===== config.mk =====
export PLATFORM = sky130hd
export DESIGN_NAME = fcs_tx_framer
export DESIGN_NICKNAME = d
export VERILOG_FILES = /design/src/rtl/fcs_pkg.sv /design/src/rtl/crc32_dibit.sv /design/src/rtl/fcs_tx_framer.sv
export SDC_FILE = /design/constraint.sdc
export NUM_CORES = 1
export LEC_CHECK = 0
export ABC_CLOCK_PERIOD_IN_PS = 3000
export BUFFER_PORTS_ARGS = -buffer_cell sky130_fd_sc_hd__buf_2
export CAP_MARGIN = 20
export CORE_MARGIN = 3
export CORE_UTILIZATION = 45
export DETAILED_ROUTE_END_ITERATION = 7
export GPL_ROUTABILITY_DRIVEN = 0
export PLACE_DENSITY = 0.61
export SLEW_MARGIN = 30
export SYNTH_ARGS = -nofsm -noshare
export SYNTH_HDL_FRONTEND = slang
export SYNTH_SLANG_ARGS = --single-unit
export TNS_END_PERCENT = 30

===== constraint.sdc =====
create_clock -name clk -period 3 [get_ports clk]
set_input_delay 0.3 -clock clk [delete_from_list [all_inputs] [get_ports clk]]
set_output_delay 0.3 -clock clk [all_outputs]
set_load 0.03 [all_outputs]

===== src/rtl/fcs_pkg.sv =====
// fcs_pkg: shared state encoding and CRC-32 constants for the TX framer and its checkers
package fcs_pkg;
  typedef enum logic [2:0] {IDLE, DATA, PAD, FCS, IFG} state_t;
  localparam logic [31:0] CRC32_POLY_REFL = 32'hEDB88320;
  localparam logic [31:0] CRC32_INIT = 32'hFFFFFFFF;
  localparam logic [31:0] CRC32_RESIDUE = 32'hDEBB20E3;
  localparam int FCS_DIBITS = 16;
endpackage


===== src/rtl/crc32_dibit.sv =====
// crc32_dibit: next reflected CRC-32 register after one dibit, dibit[0] shifted in first
module crc32_dibit
  import fcs_pkg::*;
(
  input  logic [31:0] crc,
  input  logic [1:0]  dibit,
  output logic [31:0] crc_nx
);
  logic [31:0] mid;
  always_comb begin
    mid = (crc >> 1) ^ ((crc[0] ^ dibit[0]) ? CRC32_POLY_REFL : 32'h0);
    crc_nx = (mid >> 1) ^ ((mid[0] ^ dibit[1]) ? CRC32_POLY_REFL : 32'h0);
  end
endmodule


===== src/rtl/fcs_tx_framer.sv =====
// fcs_tx_framer: forwards an RMII TX dibit frame, zero-pads it, appends the CRC-32 FCS and enforces the IFG
module fcs_tx_framer
  import fcs_pkg::*;
#(
  parameter int MIN_PAYLOAD_BYTES = 60,
  parameter int IFG_DIBITS = 48,
  parameter int MAX_FRAME_DIBITS = 6072
) (
  input  logic       clk,
  input  logic       rst,
  input  logic       axiiv,
  input  logic [1:0] axiid,
  output logic       axiir,
  output logic       axiov,
  output logic [1:0] axiod,
  output logic       frame_done,
  output logic       drop_err,
  output logic       led
);
  localparam int CW = $clog2(MAX_FRAME_DIBITS + IFG_DIBITS + FCS_DIBITS + 1);
  localparam logic [CW-1:0] MIN_D = CW'(4 * MIN_PAYLOAD_BYTES);
  localparam logic [CW-1:0] MAX_D = CW'(MAX_FRAME_DIBITS);
  localparam logic [CW-1:0] IFG_D = CW'(IFG_DIBITS);
  localparam logic [CW-1:0] FCS_D = CW'(FCS_DIBITS);
  state_t state;
  logic [31:0] crc, crc_src, crc_nx, fcs, sr;
  logic [1:0] dibit_src;
  logic [CW-1:0] cnt, cnt_inc;
  logic need_pad, fwd;
  always_comb begin
    fwd = state == IDLE || (state == DATA && axiiv);
    crc_src = state == IDLE ? CRC32_INIT : crc;
    dibit_src = fwd ? axiid : 2'b00;
    need_pad = cnt < MIN_D || cnt[1:0] != 2'b00;
    cnt_inc = cnt == MAX_D ? cnt : cnt + 1'b1;
    fcs = ~crc;
  end
  crc32_dibit u_crc (.crc(crc_src), .dibit(dibit_src), .crc_nx(crc_nx));
  // cnt is the frame dibit count until FCS entry, then reused as the FCS index and IFG timer
  always_ff @(posedge clk) begin
    if (rst) begin
      state <= IDLE;
      crc <= CRC32_INIT;
      sr <= '0;
      cnt <= '0;
      axiov <= 1'b0;
      axiod <= 2'b00;
      axiir <= 1'b1;
      frame_done <= 1'b0;
      drop_err <= 1'b0;
      led <= 1'b0;
    end else begin
      frame_done <= 1'b0;
      drop_err <= drop_err | (axiiv & ~axiir);
      case (state)
        IDLE: begin
          axiov <= axiiv;
          axiod <= axiiv ? axiid : 2'b00;
          crc <= axiiv ? crc_nx : CRC32_INIT;
          cnt <= axiiv ? CW'(1) : '0;
          if (axiiv) state <= DATA;
        end
        DATA, PAD: begin
          if (fwd || need_pad) begin
            axiod <= dibit_src;
            crc <= crc_nx;
            cnt <= cnt_inc;
            if (!fwd) begin
              state <= PAD;
              axiir <= 1'b0;
            end
          end else begin
            axiod <= fcs[1:0];
            sr <= fcs >> 2;
            cnt <= CW'(1);
            state <= FCS;
            axiir <= 1'b0;
          end
        end
        FCS: begin
          if (cnt == FCS_D) begin
            axiov <= 1'b0;
            axiod <= 2'b00;
            frame_done <= 1'b1;
            led <= ~led;
            cnt <= CW'(1);
            state <= IFG;
          end else begin
            axiod <= sr[1:0];
            sr <= sr >> 2;
            cnt <= cnt + 1'b1;
          end
        end
        IFG: begin
          if (cnt == IFG_D) begin
            state <= IDLE;
            axiir <= 1'b1;
          end else cnt <= cnt + 1'b1;
        end
        default: state <= IDLE;
      endcase
    end
  end
endmodule


Word level (Yosys, flattened, before mapping) --
Cells that the tools add are included.
Storage, ports and cells: register bits after elaboration 87, input port bits 5, output and inout bits 7
Operators by class: add/sub/neg operators 1, order comparisons 1, equal/unequal tests 16, multiplexer cells 33, bitwise operators 10, reduce and logical (&&, ||, !) cells 21
Operator list (count):
- $mux 32 | 7
- $pmux 32 s2 | 2
- $xor 31x32->32 | 2
- $mux 13 | 4
- $pmux 13 s4 | 1
- $not 32->32 | 1
- $mux 3 | 5
- $ne 2x2->1 const B | 7
- $add 13x1->13 const B | 1
- $eq 13x13->1 const B | 1
- $eq 13x5->1 const B | 1
- $eq 13x6->1 const B | 1
- $lt 13x8->1 const B | 1
- $pmux 3 s4 | 1
- $reduce_bool 2->1 | 5
- $reduce_and 3->1 | 3
- $mux 2 | 4
- $eq 3x2->1 const B | 2
- $mux 1 | 6
- $ne 3x3->1 const B | 2
- $pmux 2 s3 | 1
- $reduce_and 2->1 | 3
- $pmux 1 s2 | 2
- $reduce_and 4->1 | 1
- 12 further kinds | 18

Longest topological paths before layout --
word-level depth 12, depth in mapped cells 11, depth with buffers taken out 8

Hierarchy --
A second synthesis with hierarchy kept.
Second synthesis, totals: cell total of the unflattened synthesis 471, area, all modules 4362.9 sq um
By module, submodules not included:
- fcs_tx_framer | times used 1, cells each 435, area an instance 3948.8 sq um, sequential area each 1701.6 sq um
- crc32_dibit | times used 1, cells each 36, area an instance 414.1 sq um, sequential area each 0.0 sq um

Worst setup path before layout --
Ideal clock, no wire load.
path type register to register, from reg cnt[0], to reg state[0], data arrival time 2.114 ns, slack 0.771 ns, stages on the path, launching flop included 11, buffers on the path 3, path through dfxtp_1 -> inv_1 -> ha_1 -> nor4b_4 -> nand2_1 -> or4_1 -> buf_2 -> and3_4 -> buf_6 -> buf_8 -> o21a_1
On the way: longest elaborated chain between the ends 5
RTL lines:
- start: declaration | RTL line fcs_tx_framer.sv:28 | logic [CW-1:0] cnt, cnt_inc;
- start signal: assignment | RTL line fcs_tx_framer.sv:60 | cnt <= axiiv ? CW'(1) : '0;
- start signal: assignment | RTL line fcs_tx_framer.sv:67 | cnt <= cnt_inc;
- start signal: assignment | RTL line fcs_tx_framer.sv:91 | cnt <= cnt + 1'b1;
- $lt 13x8->1 / $reduce_bool 2->1 (equally long branches) | RTL line fcs_tx_framer.sv:34 | need_pad = cnt < MIN_D || cnt[1:0] != 2'b00;
- $logic_or 1x1->1 | RTL line fcs_tx_framer.sv:34
- $logic_or 1x1->1 | RTL line fcs_tx_framer.sv:64 | if (fwd || need_pad) begin
- $ne 3x3->1 (no source line) / $mux 3 (equally long branches)
- $reduce_and 4->1 (no source line) / $pmux 3 s4 (equally long branches)
- end signal: assignment | RTL line fcs_tx_framer.sv:42 | state <= IDLE;
- end signal: assignment | RTL line fcs_tx_framer.sv:61 | if (axiiv) state <= DATA;
- end signal: assignment | RTL line fcs_tx_framer.sv:69 | state <= PAD;
- end: declaration | RTL line fcs_tx_framer.sv:25 | state_t state;
Parallel ways exist; a longest one is shown, timed or not. A chain may end at the register's enable or synchronous reset.

Worst setup path after layout --
from reg cnt[0], to reg sr[18]
On the way: longest elaborated chain between the ends 5
RTL lines:
- $lt 13x8->1 / $reduce_bool 2->1 (equally long branches) | RTL line fcs_tx_framer.sv:34
- $logic_or 1x1->1 | RTL line fcs_tx_framer.sv:34
- $logic_or 1x1->1 | RTL line fcs_tx_framer.sv:64
- $ne 2x2->1 (no source line)
- $reduce_and 3->1 (no source line) (*)
- end signal: assignment | RTL line fcs_tx_framer.sv:74 | sr <= fcs >> 2;
- end signal: assignment | RTL line fcs_tx_framer.sv:90 | sr <= sr >> 2;
- end: declaration | RTL line fcs_tx_framer.sv:26 | logic [31:0] crc, crc_src, crc_nx, fcs, sr;
Mark *: on every way between the ends. The rest lies on a longest branch, timed or not.

==> out/metrics.yaml <==
crit_fanout: 38
grt_overflow: 0
fill_cells: 833
num_rows: 33
drive_above_1_share_pct: 14.5
ys_seq_area_share_pct: 42.1
fin_crit_sh_pct: 82.1
drv_cap: 0
synth_compound_area_share_pct: 22.1
cts_tree: "built"
area_delta_synth_final_pct: 9.37
grt_pass1_wl_um: 15600
syn-num-nets: 488
dieHeight_um: 101
synthesis.area_um2: 4050
ctsResizeCount: 0
cts_hold_buf: 0
ys_seq_elements: 85
power_leakage_nw: 1.66
io_pins: 12
synth_edf_count: 0
synth_mux_area_share_pct: 0.247
rsz0062_at_grt: "no"
cts_buffers: 9
worst_pin_slew_ps: 611
avgRoutedWirePerCell_um: 15.1
yosysTopAreaCell: "dfxtp_1"
stdcell_area_um2: 4420
antenna_found_initial: 0
synth_cells: 481
synth-simple-area-share_pct: 23.0
hold_violations: 0
synth-xor-area-share_pct: 7.11
first_iter_violations: 135
io_buffer_count: 11
num_vias: 3218
post_cts_buffers: 0
netlist.area_leader.share_pct: 42.1
routed_via_density: 5.48
cpPeakStageDelay_ps: 680
synthArstFlopShare_pct: 0
final_util_pct: 52.3
fin_cells: 587
die-area_um2: 10200
synthAdderAreaFrac_pct: 0.619
synthFlopType: "dfxtp_1"
fin_crit_ps: 2460
dp.final_hpwl_um: 5640
cp_top_family: "simple AND/OR/NAND/NOR gates"
peakVddDrop_mv: 0.267
critPathSlowestCell: "or4_1"
finalSetupTns_ps: 0
yosys-top-cells-area: "dfxtp_1 42%, nand2_1 7.9%, nor2_1 5.4%"
min_path_type: "in -> reg"
crit_required_ps: 3210
critical_path_class: "reg -> reg"
grt_pass1_vias: 3219
fin_skew_ps: 13.9
fmax_mhz: 406
cts_root_buf: "clkbuf_8"
clk_path_buf_depth: 2
finalSetupViolations: 0
arrival_ps: 2680
clock_sinks: 85
htreeDepth: 3
slew_viol_final: 0
worst_hold_slack_ps: 299
final_antenna_net_count: 0
core_area_um2: 8460
synth_top_family_by_area: "simple AND/OR/NAND/NOR gates"
start_util_pct: 47.8
clkLatencyLatePin_ps: 350
first_pass_iters: 4
clkTransAtPathRegs_ps: 90
slew_headroom_pct: 59.3
power.density_nw_per_um2: 643
drc: 0
finalWirelength_um: 8860
ys_types: 55
crit_chain: "inv_1 -> ha_1 -> nor4b_4 -> nand2_1 -> or4_1 -> and3_4 -> o211ai_1 -> a21oi_1"
syn_area_per_cell_um2: 8.41
crit_buf_inv: 1
ys_top_cells_by_count: "85 x dfxtp_1, 85 x nand2_1, 58 x nor2_1, 30 x a21oi_1"
grtUsageTotal_pct: 18.8
synth.yosys.warnings: 0
status: "completed"
grt_max_degree: 58
end_kind: "register"
num-nets-final: 485
startpoint_type: "register"
antenna_cells: 0
dp.cells: 572
die_w_um: 101
place_area_um2: 4140
## cell type report
type	instances	area [um^2]	share of cell area, %
Clock buffer	9	124	2.80
Multi-Input combinational cell	356	2160	48.9
Tap cell	105	131	2.97
Clock inverter	6	159	3.59
Inverter	6	22.5	0.509
Sequential cell	85	1700	38.5
Timing Repair Buffer	20	123	2.77
## sequential cells by signal (all words and copies together), names as in the netlist, 2 cells and up
name / count
axiod: 2
cnt: 13
crc: 32
sr: 30
state: 3
## final timing paths
kind | from | endpoint | slack [ps] | cells past startpoint
worst max-delay path | cnt[0]$_SDFFE_PP0P_ | sr[18]$_SDFFE_PP0P_ | 540 | 8
worst max register to register | cnt[0]$_SDFFE_PP0P_ | sr[18]$_SDFFE_PP0P_ | 540 | 8
worst min-delay path | axiiv | axiov$_SDFFE_PP0P_ | 300 | 3
worst min register to register | sr[12]$_SDFFE_PP0P_ | sr[12]$_SDFFE_PP0P_ | 460 | 2
## metal layers
| metal | GRT usage [%] | wire, um |
|---|---|---|
| met5 | 0 | 0 |
| met2 | 30.5 | 4070 |
| met3 | 2.56 | 174 |
| met4 | 6.94 | 115 |
| met1 | 25.4 | 4500 |
## tightest hold or removal path, cell delays in order
cell,delay (ps)
buf_2,170
nand2_1,80
a21oi_1,50
## power breakdown
group / leakage (nW) / total, mW / internal, mW / switching (mW)
clock: 0.140 / 1.14 / 0.720 / 0.420
combinational: 0.830 / 0.435 / 0.170 / 0.265
sequential: 0.695 / 1.27 / 1.21 / 0.0631
## cells by family after synthesis
| logic type | count (synthesis) |
|---|---|
| adders and majority gates | 2 |
| muxes | 1 |
| DFF | 85 |
| AOI/OAI and AO/OA | 119 |
| and+or+nand+nor | 202 |
| buffers and inverters | 40 |
| xor gates and xnor gates | 32 |
## stage by stage
stage / power [mW] / setup slack (ps)
floorplan: 1.64 / 771
global placement: 1.72 / 644
detailed placement: 1.74 / 563
CTS: 2.87 / 538
global route: 2.99 / 371
finish: 2.85 / 536
## cell usage in the layout, fill, tap and decap left out, types with 3 or more instances in the layout
cell / instances
inv_1: 5
nand4_1: 6
bufinv_16: 5
xor2_1: 11
nor2_1: 58
o211ai_2: 10
o22a_1: 6
nor2b_1: 3
buf_2: 11
nor3_1: 11
o22ai_1: 15
clkbuf_8: 9
nand3_1: 11
xnor2_1: 20
o211ai_1: 10
nand2b_1: 4
buf_4: 9
dfxtp_1: 85
a211oi_2: 9
and2_1: 3
or2_2: 4
o21ai_0: 21
a21oi_1: 30
nand2_1: 85
(Power assumes the default switching activity.)
